`config.mk`:
```
export PLATFORM = sky130hd
export DESIGN_NAME = nw_seq_aligner
export DESIGN_NICKNAME = d
export VERILOG_FILES = /design/src/rtl/nw_seq_aligner.sv
export SDC_FILE = /design/constraint.sdc
export NUM_CORES = 2
export LEC_CHECK = 0
export BUFFER_PORTS_ARGS = -buffer_cell sky130_fd_sc_hd__buf_2
export CELL_PAD_IN_SITES_DETAIL_PLACEMENT = 1
export CELL_PAD_IN_SITES_GLOBAL_PLACEMENT = 1
export CORE_MARGIN = 2
export CORE_UTILIZATION = 40
export CTS_BUF_LIST = sky130_fd_sc_hd__clkbuf_8
export CTS_CLUSTER_DIAMETER = 60
export DETAILED_ROUTE_END_ITERATION = 10
export PLACE_DENSITY = 0.65
export SKIP_CTS_REPAIR_TIMING = 1
export SLEW_MARGIN = 20
export SYNTH_ARGS = -nofsm -noshare
export SYNTH_HDL_FRONTEND = slang
export SYNTH_SLANG_ARGS = --single-unit
export TNS_END_PERCENT = 1
```
`constraint.sdc`:
```
create_clock -name clk -period 22.1 [get_ports clk]
set_input_delay 1.105 -clock clk [delete_from_list [all_inputs] [get_ports clk]]
set_output_delay 1.105 -clock clk [all_outputs]
set_load 0.02 [all_outputs]
```
`src/rtl/nw_seq_aligner.sv`:
```
// Sequential Needleman-Wunsch aligner: fills the score matrix one cell per
// cycle from a two-row buffer, then streams the traceback path over valid/ready.
module nw_seq_aligner #(
  parameter int         MAX_LEN     = 16,
  parameter int         CWIDTH      = 2,
  parameter int         SWIDTH      = 16,
  parameter int         CORD_LENGTH = 8,
  parameter logic [1:0] TOP_DIR     = 2'b00,
  parameter logic [1:0] LEFT_DIR    = 2'b01,
  parameter logic [1:0] CORNER_DIR  = 2'b10
) (
  input  logic                          clk,
  input  logic                          reset,
  input  logic                          start,
  input  logic [CORD_LENGTH-1:0]        len1,
  input  logic [CORD_LENGTH-1:0]        len2,
  input  logic [MAX_LEN*CWIDTH-1:0]     s1,
  input  logic [MAX_LEN*CWIDTH-1:0]     s2,
  input  logic signed [SWIDTH-1:0]      match,
  input  logic signed [SWIDTH-1:0]      mismatch,
  input  logic signed [SWIDTH-1:0]      indel,
  output logic                          busy,
  output logic                          err,
  output logic signed [SWIDTH-1:0]      score,
  output logic                          score_valid,
  output logic                          tb_valid,
  input  logic                          tb_ready,
  output logic [CORD_LENGTH-1:0]        tb_x,
  output logic [CORD_LENGTH-1:0]        tb_y,
  output logic [1:0]                    tb_op,
  output logic                          tb_last
);

  localparam int RW = (MAX_LEN > 1) ? $clog2(MAX_LEN) : 1;
  localparam int IW = $clog2(MAX_LEN + 1);

  typedef logic [CORD_LENGTH-1:0]   cord_t;
  typedef logic signed [SWIDTH-1:0] score_t;
  typedef enum logic [1:0] {IDLE, INIT, FILL, TRACE} state_t;

  state_t                           state_q;
  cord_t                            len1_q, len2_q, i_q, j_q;
  logic [MAX_LEN-1:0][CWIDTH-1:0]   s1_q, s2_q;
  score_t                           match_q, mismatch_q, indel_q;
  score_t                           prev_q [MAX_LEN+1];
  score_t                           cur_q  [MAX_LEN+1];
  logic [1:0]                       dir_q  [MAX_LEN][MAX_LEN];

  logic   err_q, score_valid_q, tb_valid_q, tb_last_q;
  score_t score_q;
  cord_t  tb_x_q, tb_y_q;
  logic [1:0] tb_op_q;

  logic len_ok, accept;
  assign len_ok = (len1 != '0) && (len1 <= cord_t'(MAX_LEN)) &&
                  (len2 != '0) && (len2 <= cord_t'(MAX_LEN));
  assign accept = (state_q == IDLE) && start && len_ok;

  // Fill-cell datapath
  logic [IW-1:0] jx, jm1;
  logic [RW-1:0] ri, rj;
  assign jx  = IW'(j_q);
  assign jm1 = IW'(j_q - 1'b1);
  assign ri  = RW'(i_q - 1'b1);
  assign rj  = RW'(j_q - 1'b1);

  score_t     diag, top, left, h;
  logic [1:0] op_fill;
  logic       row_end, last_cell;

  always_comb begin
    diag = prev_q[jm1] + ((s1_q[ri] == s2_q[rj]) ? match_q : mismatch_q);
    top  = prev_q[jx] + indel_q;
    left = cur_q[jm1] + indel_q;
    if (diag >= top && diag >= left) begin
      h = diag; op_fill = CORNER_DIR;
    end else if (top >= left) begin
      h = top;  op_fill = TOP_DIR;
    end else begin
      h = left; op_fill = LEFT_DIR;
    end
  end

  assign row_end   = (j_q == len2_q);
  assign last_cell = row_end && (i_q == len1_q);

  function automatic logic [2*CORD_LENGTH-1:0] step(input cord_t x, input cord_t y,
                                                    input logic [1:0] op);
    if (op == TOP_DIR)       return {x, y - 1'b1};
    else if (op == LEFT_DIR) return {x - 1'b1, y};
    else                     return {x - 1'b1, y - 1'b1};
  endfunction

  // Traceback lookahead: beat fields are registered, so the next cell and
  // whether it is the final one are resolved a beat ahead.
  cord_t      ent_nx, ent_ny, nx, ny, nnx, nny;
  logic [1:0] nop;
  logic       ent_last, nlast;

  always_comb begin
    {ent_nx, ent_ny} = step(len2_q, len1_q, op_fill);
    ent_last         = (ent_nx == '0) && (ent_ny == '0);
    {nx, ny}         = step(tb_x_q, tb_y_q, tb_op_q);
    if (ny == '0)      nop = LEFT_DIR;
    else if (nx == '0) nop = TOP_DIR;
    else               nop = dir_q[RW'(ny - 1'b1)][RW'(nx - 1'b1)];
    {nnx, nny}       = step(nx, ny, nop);
    nlast            = (nnx == '0) && (nny == '0);
  end

  // Score rows, direction RAM and latched run parameters need no reset.
  always_ff @(posedge clk) begin
    if (accept) begin
      len1_q     <= len1;
      len2_q     <= len2;
      s1_q       <= s1;
      s2_q       <= s2;
      match_q    <= match;
      mismatch_q <= mismatch;
      indel_q    <= indel;
    end
    case (state_q)
      INIT: begin
        for (int k = 0; k <= MAX_LEN; k++)
          prev_q[IW'(k)] <= $signed(SWIDTH'(k)) * indel_q;
        cur_q[0] <= indel_q;
      end
      FILL: begin
        cur_q[jx]     <= h;
        dir_q[ri][rj] <= op_fill;
        if (row_end) begin
          for (int k = 0; k <= MAX_LEN; k++)
            prev_q[IW'(k)] <= (IW'(k) == jx) ? h : cur_q[IW'(k)];
          cur_q[0] <= cur_q[0] + indel_q;
        end
      end
      default: ;
    endcase
  end

  always_ff @(posedge clk) begin
    if (reset) begin
      state_q       <= IDLE;
      i_q           <= '0;
      j_q           <= '0;
      err_q         <= 1'b0;
      score_q       <= '0;
      score_valid_q <= 1'b0;
      tb_valid_q    <= 1'b0;
      tb_x_q        <= '0;
      tb_y_q        <= '0;
      tb_op_q       <= '0;
      tb_last_q     <= 1'b0;
    end else begin
      err_q <= 1'b0;
      case (state_q)
        IDLE: begin
          if (start) begin
            if (len_ok) begin
              state_q       <= INIT;
              score_valid_q <= 1'b0;
            end else begin
              err_q <= 1'b1;
            end
          end
        end
        INIT: begin
          i_q     <= cord_t'(1);
          j_q     <= cord_t'(1);
          state_q <= FILL;
        end
        FILL: begin
          if (row_end) begin
            j_q <= cord_t'(1);
            i_q <= i_q + 1'b1;
          end else begin
            j_q <= j_q + 1'b1;
          end
          if (last_cell) begin
            state_q       <= TRACE;
            score_q       <= h;
            score_valid_q <= 1'b1;
            tb_valid_q    <= 1'b1;
            tb_x_q        <= len2_q;
            tb_y_q        <= len1_q;
            tb_op_q       <= op_fill;
            tb_last_q     <= ent_last;
          end
        end
        TRACE: begin
          if (tb_ready) begin
            if (tb_last_q) begin
              state_q    <= IDLE;
              tb_valid_q <= 1'b0;
              tb_x_q     <= '0;
              tb_y_q     <= '0;
              tb_op_q    <= '0;
              tb_last_q  <= 1'b0;
            end else begin
              tb_x_q    <= nx;
              tb_y_q    <= ny;
              tb_op_q   <= nop;
              tb_last_q <= nlast;
            end
          end
        end
        default: state_q <= IDLE;
      endcase
    end
  end

  assign busy        = (state_q != IDLE);
  assign err         = err_q;
  assign score       = score_q;
  assign score_valid = score_valid_q;
  assign tb_valid    = tb_valid_q;
  assign tb_x        = tb_x_q;
  assign tb_y        = tb_y_q;
  assign tb_op       = tb_op_q;
  assign tb_last     = tb_last_q;

endmodule

```
# Word-level counts from Yosys, hierarchy flattened
# Memories as Yosys holds them, arrays and structs flattened. A register that Yosys moved wholly into a read port is not among the register bits.
# Cells that the tools add are included.
# classes
n_reduce_logical,34
n_eq_ne,32
order_cmp,10
div,0
bitwise_logic,25
n_addsub,14
n_shift,0
mux,101
mul,11
# op_table
operator,n
$mux 16,41
$mux 8,11
$add 16x16->16,4
$mul 5x16->16 const A,4
$pmux 8 s2,4
$ge 16x16->1,3
$logic_not 8->1,6
$sub 8x1->8 const B,6
$eq 4x5->1 const A,8
$mul 4x16->15 const A,2
$mul 4x16->16 const A,2
$mux 2,16
$mux 32,1
$bmux 2 s4,3
$eq 3x5->1 const A,4
$or 1x1->1,18
$mux 1,17
$add 8x1->8 const B,2
$eq 8x8->1,2
$le 8x5->1 const B,2
$mul 3x16->14 const A,1
$mul 3x16->15 const A,1
$mul 3x16->16 const A,1
$reduce_bool 8->1,2
30 further kinds,66
# word_totals
mem_count,3
ram_bits,1056
latch_bits,0
rom_bits,0
ff_bits,184
out_inout_bits,39
elab_cells,278
# mem_list
name,depth,width,rd,rd_ports_with_merged_regs,write_ports,line_no,rtl
dir_q,16,32,1,0,1,47,logic [1:0] dir_q [MAX_LEN][MAX_LEN];
cur_q,17,16,18,0,2,46,score_t cur_q [MAX_LEN+1];
prev_q,17,16,2,1,17,45,score_t prev_q [MAX_LEN+1];

# Longest topological paths before layout
# logic_depth
word_depth,18
depth_mapped,43
depth_no_buf,33

# Worst setup path after synthesis
# No wires, ideal clock.
# synth_timing
path_type,register -> register
startpoint,register j_q[0]
endpoint,memory dir_q[0][0] (netlist bit) (data pin)
required_ns,20.689
setup_ns,1.411
arrival_ns,15.659
path_slack_ns,5.030
stages_incl_launch_ff,40
cell_sequence,dfxtp_1 buf_2 buf_2 buf_2 clkbuf_1 clkbuf_1 inv_1 ha_1 buf_1 clkbuf_1 buf_1 clkbuf_1 clkbuf_1 mux4_2 nand2_1 nand2_1 a21oi_1 o21ai_0 [4 not listed] o21bai_1 a21oi_1 o21bai_1 a41o_1 o41ai_1 o21bai_1 a21oi_1 xnor2_1 ha_1 nand4_1 nor2_1 nand2_1 nor4bb_1 a211oi_1 mux2i_1 a22oi_2 buf_2 nor2_1
# synth_via
elab_chain_len,9
word_cells_on_any_way,15
classes_between,add/sub (3); order compare (3); eq/ne (1); mux (5); reduce/logical (1); memory (2)
# synth_lines
element,line_no,rtl
start: declaration,42,"cord_t len1_q, len2_q, i_q, j_q;"
start signal: assignment,169,j_q <= cord_t'(1);
start signal: assignment,174,j_q <= cord_t'(1);
start signal: assignment,177,j_q <= j_q + 1'b1;
$sub 5x1->5 *,65,assign rj = RW'(j_q - 1'b1);
$bmux 2 s4,72,diag = prev_q[jm1] + ((s1_q[ri] == s2_q[rj]) ? match_q : mismatch_q);
$mux 2 (not written as such),72,
$eq 2x2->1,72,
$mux 16,72,
$add 16x16->16,72,
$ge 16x16->1,75,if (diag >= top && diag >= left) begin
$logic_and 1x1->1,75,
$mux 2 *,75,
via op_fill[0],68,logic [1:0] op_fill;
end: declaration,47,
# Mark *: on every way through the listed nets, which the timed path passes. The rest lies on a longest branch. The select of a mux whose other input is x is not followed.

==> qor.yml <==
path_class: "flop to flop"
area_delta_synth_final_pct: 12.1
synth_top_family_by_area: "multiplexers"
cp_max_fo: 62
grt_antenna_before_repair: 9
gp_congestion: 0.899
hpwl_um: 179000
synth.top_cell.area_share_pct: 56.0
insertion_delay_ps: 1050
crit-reg2reg-launch: "j_q[0]"
max_freq_mhz: 80.8
finalClockSkew_ps: 90.5
syn_inst: 5809
slowest_delay_ps: 1000
clockBufferDepth: 4
r2r_slack_ps: 9720
finalWirelength_um: 270000
hp-start: "s2[15]"
grt_pass1_vias: 54780
layout_setup_ws_ps: 9720
power.density_nw_per_um2: 135
layout_commonest_cell: "edfxtp_1"
critical_path.startpoint: "j_q[0]"
first_iter_violations: 5266
synth-simple-area-share_pct: 9.08
cts_root_buf: "clkbuf_8"
via_per_inst: 6.01
p_leak_uw: 0.0295
r2r_cells: 35
avgRoutedWirePerCell_um: 30.8
maxCapViolCount: 0
ys_seq_elements: 1485
numCtsBuffers: 280
crit_required_ps: 22950
htreeDepth: 5
num_io_pins: 171
synth_cell_types: 87
grt-ovfl-total: 0
initial_utilization_pct: 40.2
fin_crit_sh_pct: 56.0
regToRegEndpoint: "prev_q[15][14]"
setup_viol: 0
syn_area_per_cell_um2: 13.1
synth_nets: 6262
nets: 6515
critPathLaunchType: "flop"
end_kind: "flop"
final_cell_mix: "edfxtp_1 (1424), nand2_1 (801), nor2_1 (524)"
final_hold_viol_count: 0
cpMaxStageDelayCell: "mux2_2"
ys_warn_count: 0
async_flop_share_pct: 0
ys_seq_area_share_pct: 57.6
clk_pin_slew_ps: 70
cts_tree: "done"
grt_setup_unrepaired: "no"
synth_compound_gate_area_share_pct: 7.54
worstPathBufferInverterCount: 4
synth-xor-area-share_pct: 2.26
ant_nets: 0
vias: 52631
run_status: "finished clean"
grt_pass1_wl_um: 387000
critical_path_arrival_ps: 13230
synth_edf_count: 1424
hold_class: "input pin to flop"
synthTopCellsByArea: "edfxtp_1 (56%), mux4_2 (11%), ha_1 (4.2%)"
grt.total_usage_pct: 27.6
drc_errors: 0
dp_slack_ps: 9880
irDropWorstVdd_mv: 0.407
portBuffers: 170
worst_pin_slew_ps: 1240
post_dp_cell_area_um2: 80500
rows: 160
dieArea_um2: 194000
die_h_um: 441
synthAdderAreaFrac_pct: 5.91
post-synth-top-area-cell: "edfxtp_1"
syn_area_um2: 76300
core_um2: 190000
max_slew_margin_pct: 17.5
cts.sinks: 1485
crit_end: "prev_q[15][14]"
grt_max_degree: 260
die_w_um: 441
yosys_most_used_dff: "edfxtp_1"
slew_viol_final: 0
fin_area_um2: 85500
drive_gt1_share_pct: 19.0
final.min_clock_period_ps: 12380
fin_setup_tns_ps: 0
drtPass1Iterations: 6
worst-path-stages: 35
cp_top_family: "compound AO/OA/AOI/OAI gates"
yosys-mux-area-fraction_pct: 14.4
==> report_power, final <==
part / internal, µW / total [µW] / leakage, µW / switching, µW
clock: 1310 / 2500 / 0.00281 / 1190
combinational: 841 / 4150 / 0.0134 / 3310
sequential: 4900 / 4930 / 0.0133 / 34.0
total: 7050 / 11600 / 0.0295 / 4530
==> final cells by class <==
type,instances,area (µm²)
repair buffers,320,2070
clock buffers,297,4090
multi-input cells,3712,30400
diodes,6,15.0
clock inverters,162,862
inverters,263,987
well taps,2511,3140
flip-flops and latches,1485,44000
fillers,19541,104000
==> kinds of logic (layout without fill, tap and decap cells) <==
group | Yosys count | in the layout
AO/OA/AOI/OAI | 923 | 923
buffers and inverters | 612 | 1042
other | 0 | 6
AND/OR/NAND/NOR | 1661 | 1661
adder cells (fa/ha/maj) | 321 | 321
multiplexers | 610 | 610
XOR/XNOR | 197 | 197
flip-flops | 1485 | 1485
==> flip-flops by register name, indices dropped and copies added (netlist names), 16 cells and up, named ones only <==
signal / cells
cur_q: 512
dir_q: 512
indel_q: 16
match_q: 16
mismatch_q: 16
prev_q: 272
s1_q: 32
s2_q: 32
score: 16
==> metal layers <==
metal	share of wire, %	vias up	track usage (%)
met4	4.8	2	12.3
li1	-	22362	-
met1	40	27268	35.6
met2	47	2408	44.7
met5	0.056	-	0.546
met3	8.0	591	6.04
==> cells in the mapped netlist, types with 66 or more instances <==
cell / instances
edfxtp_1: 1424
a21oi_1: 303
mux2i_1: 168
xor2_1: 70
nor2_1: 540
a31oi_1: 187
o21ai_0: 139
mux4_2: 384
fa_1: 66
ha_1: 255
clkbuf_1: 240
nand2_1: 809
xnor2_1: 127
inv_1: 260
==> through the flow <==
stage / util (%) / total power, µW / std cells / hold WS (ps)
after CTS: 45.0 / 11600 / 8749 / 148
final: 45.1 / 11600 / 8756 / 225
after detailed placement: 42.4 / 9090 / 8290 / 477
after floorplan: - / 7390 / 5809 / 485
after global routing: 45.1 / 12000 / 8755 / 174
after global placement: 42.4 / 9000 / 8290 / 468
==> worst register-to-register path, delay by kind of cell (launching register included) <==
family	cells	cell delay [ps]
compound gates	14	3840
xor+xnor	2	350
fa+ha+maj	4	1930
buf+inv	4	1800
flops	1	880
mux	5	2240
simple gates	6	1160
==> worst min-delay path by stage <==
stage	endpoint	slack [ps]	depth (start not counted)
after CTS	s2_q[15]	150	1
after detailed placement	score_valid	480	2
after global routing	s2_q[20]	170	1
final	s2_q[15]	230	1
after floorplan	i_q[5]	480	1
after global placement	score[7]	470	2
Power figures use the tool's default switching activity.
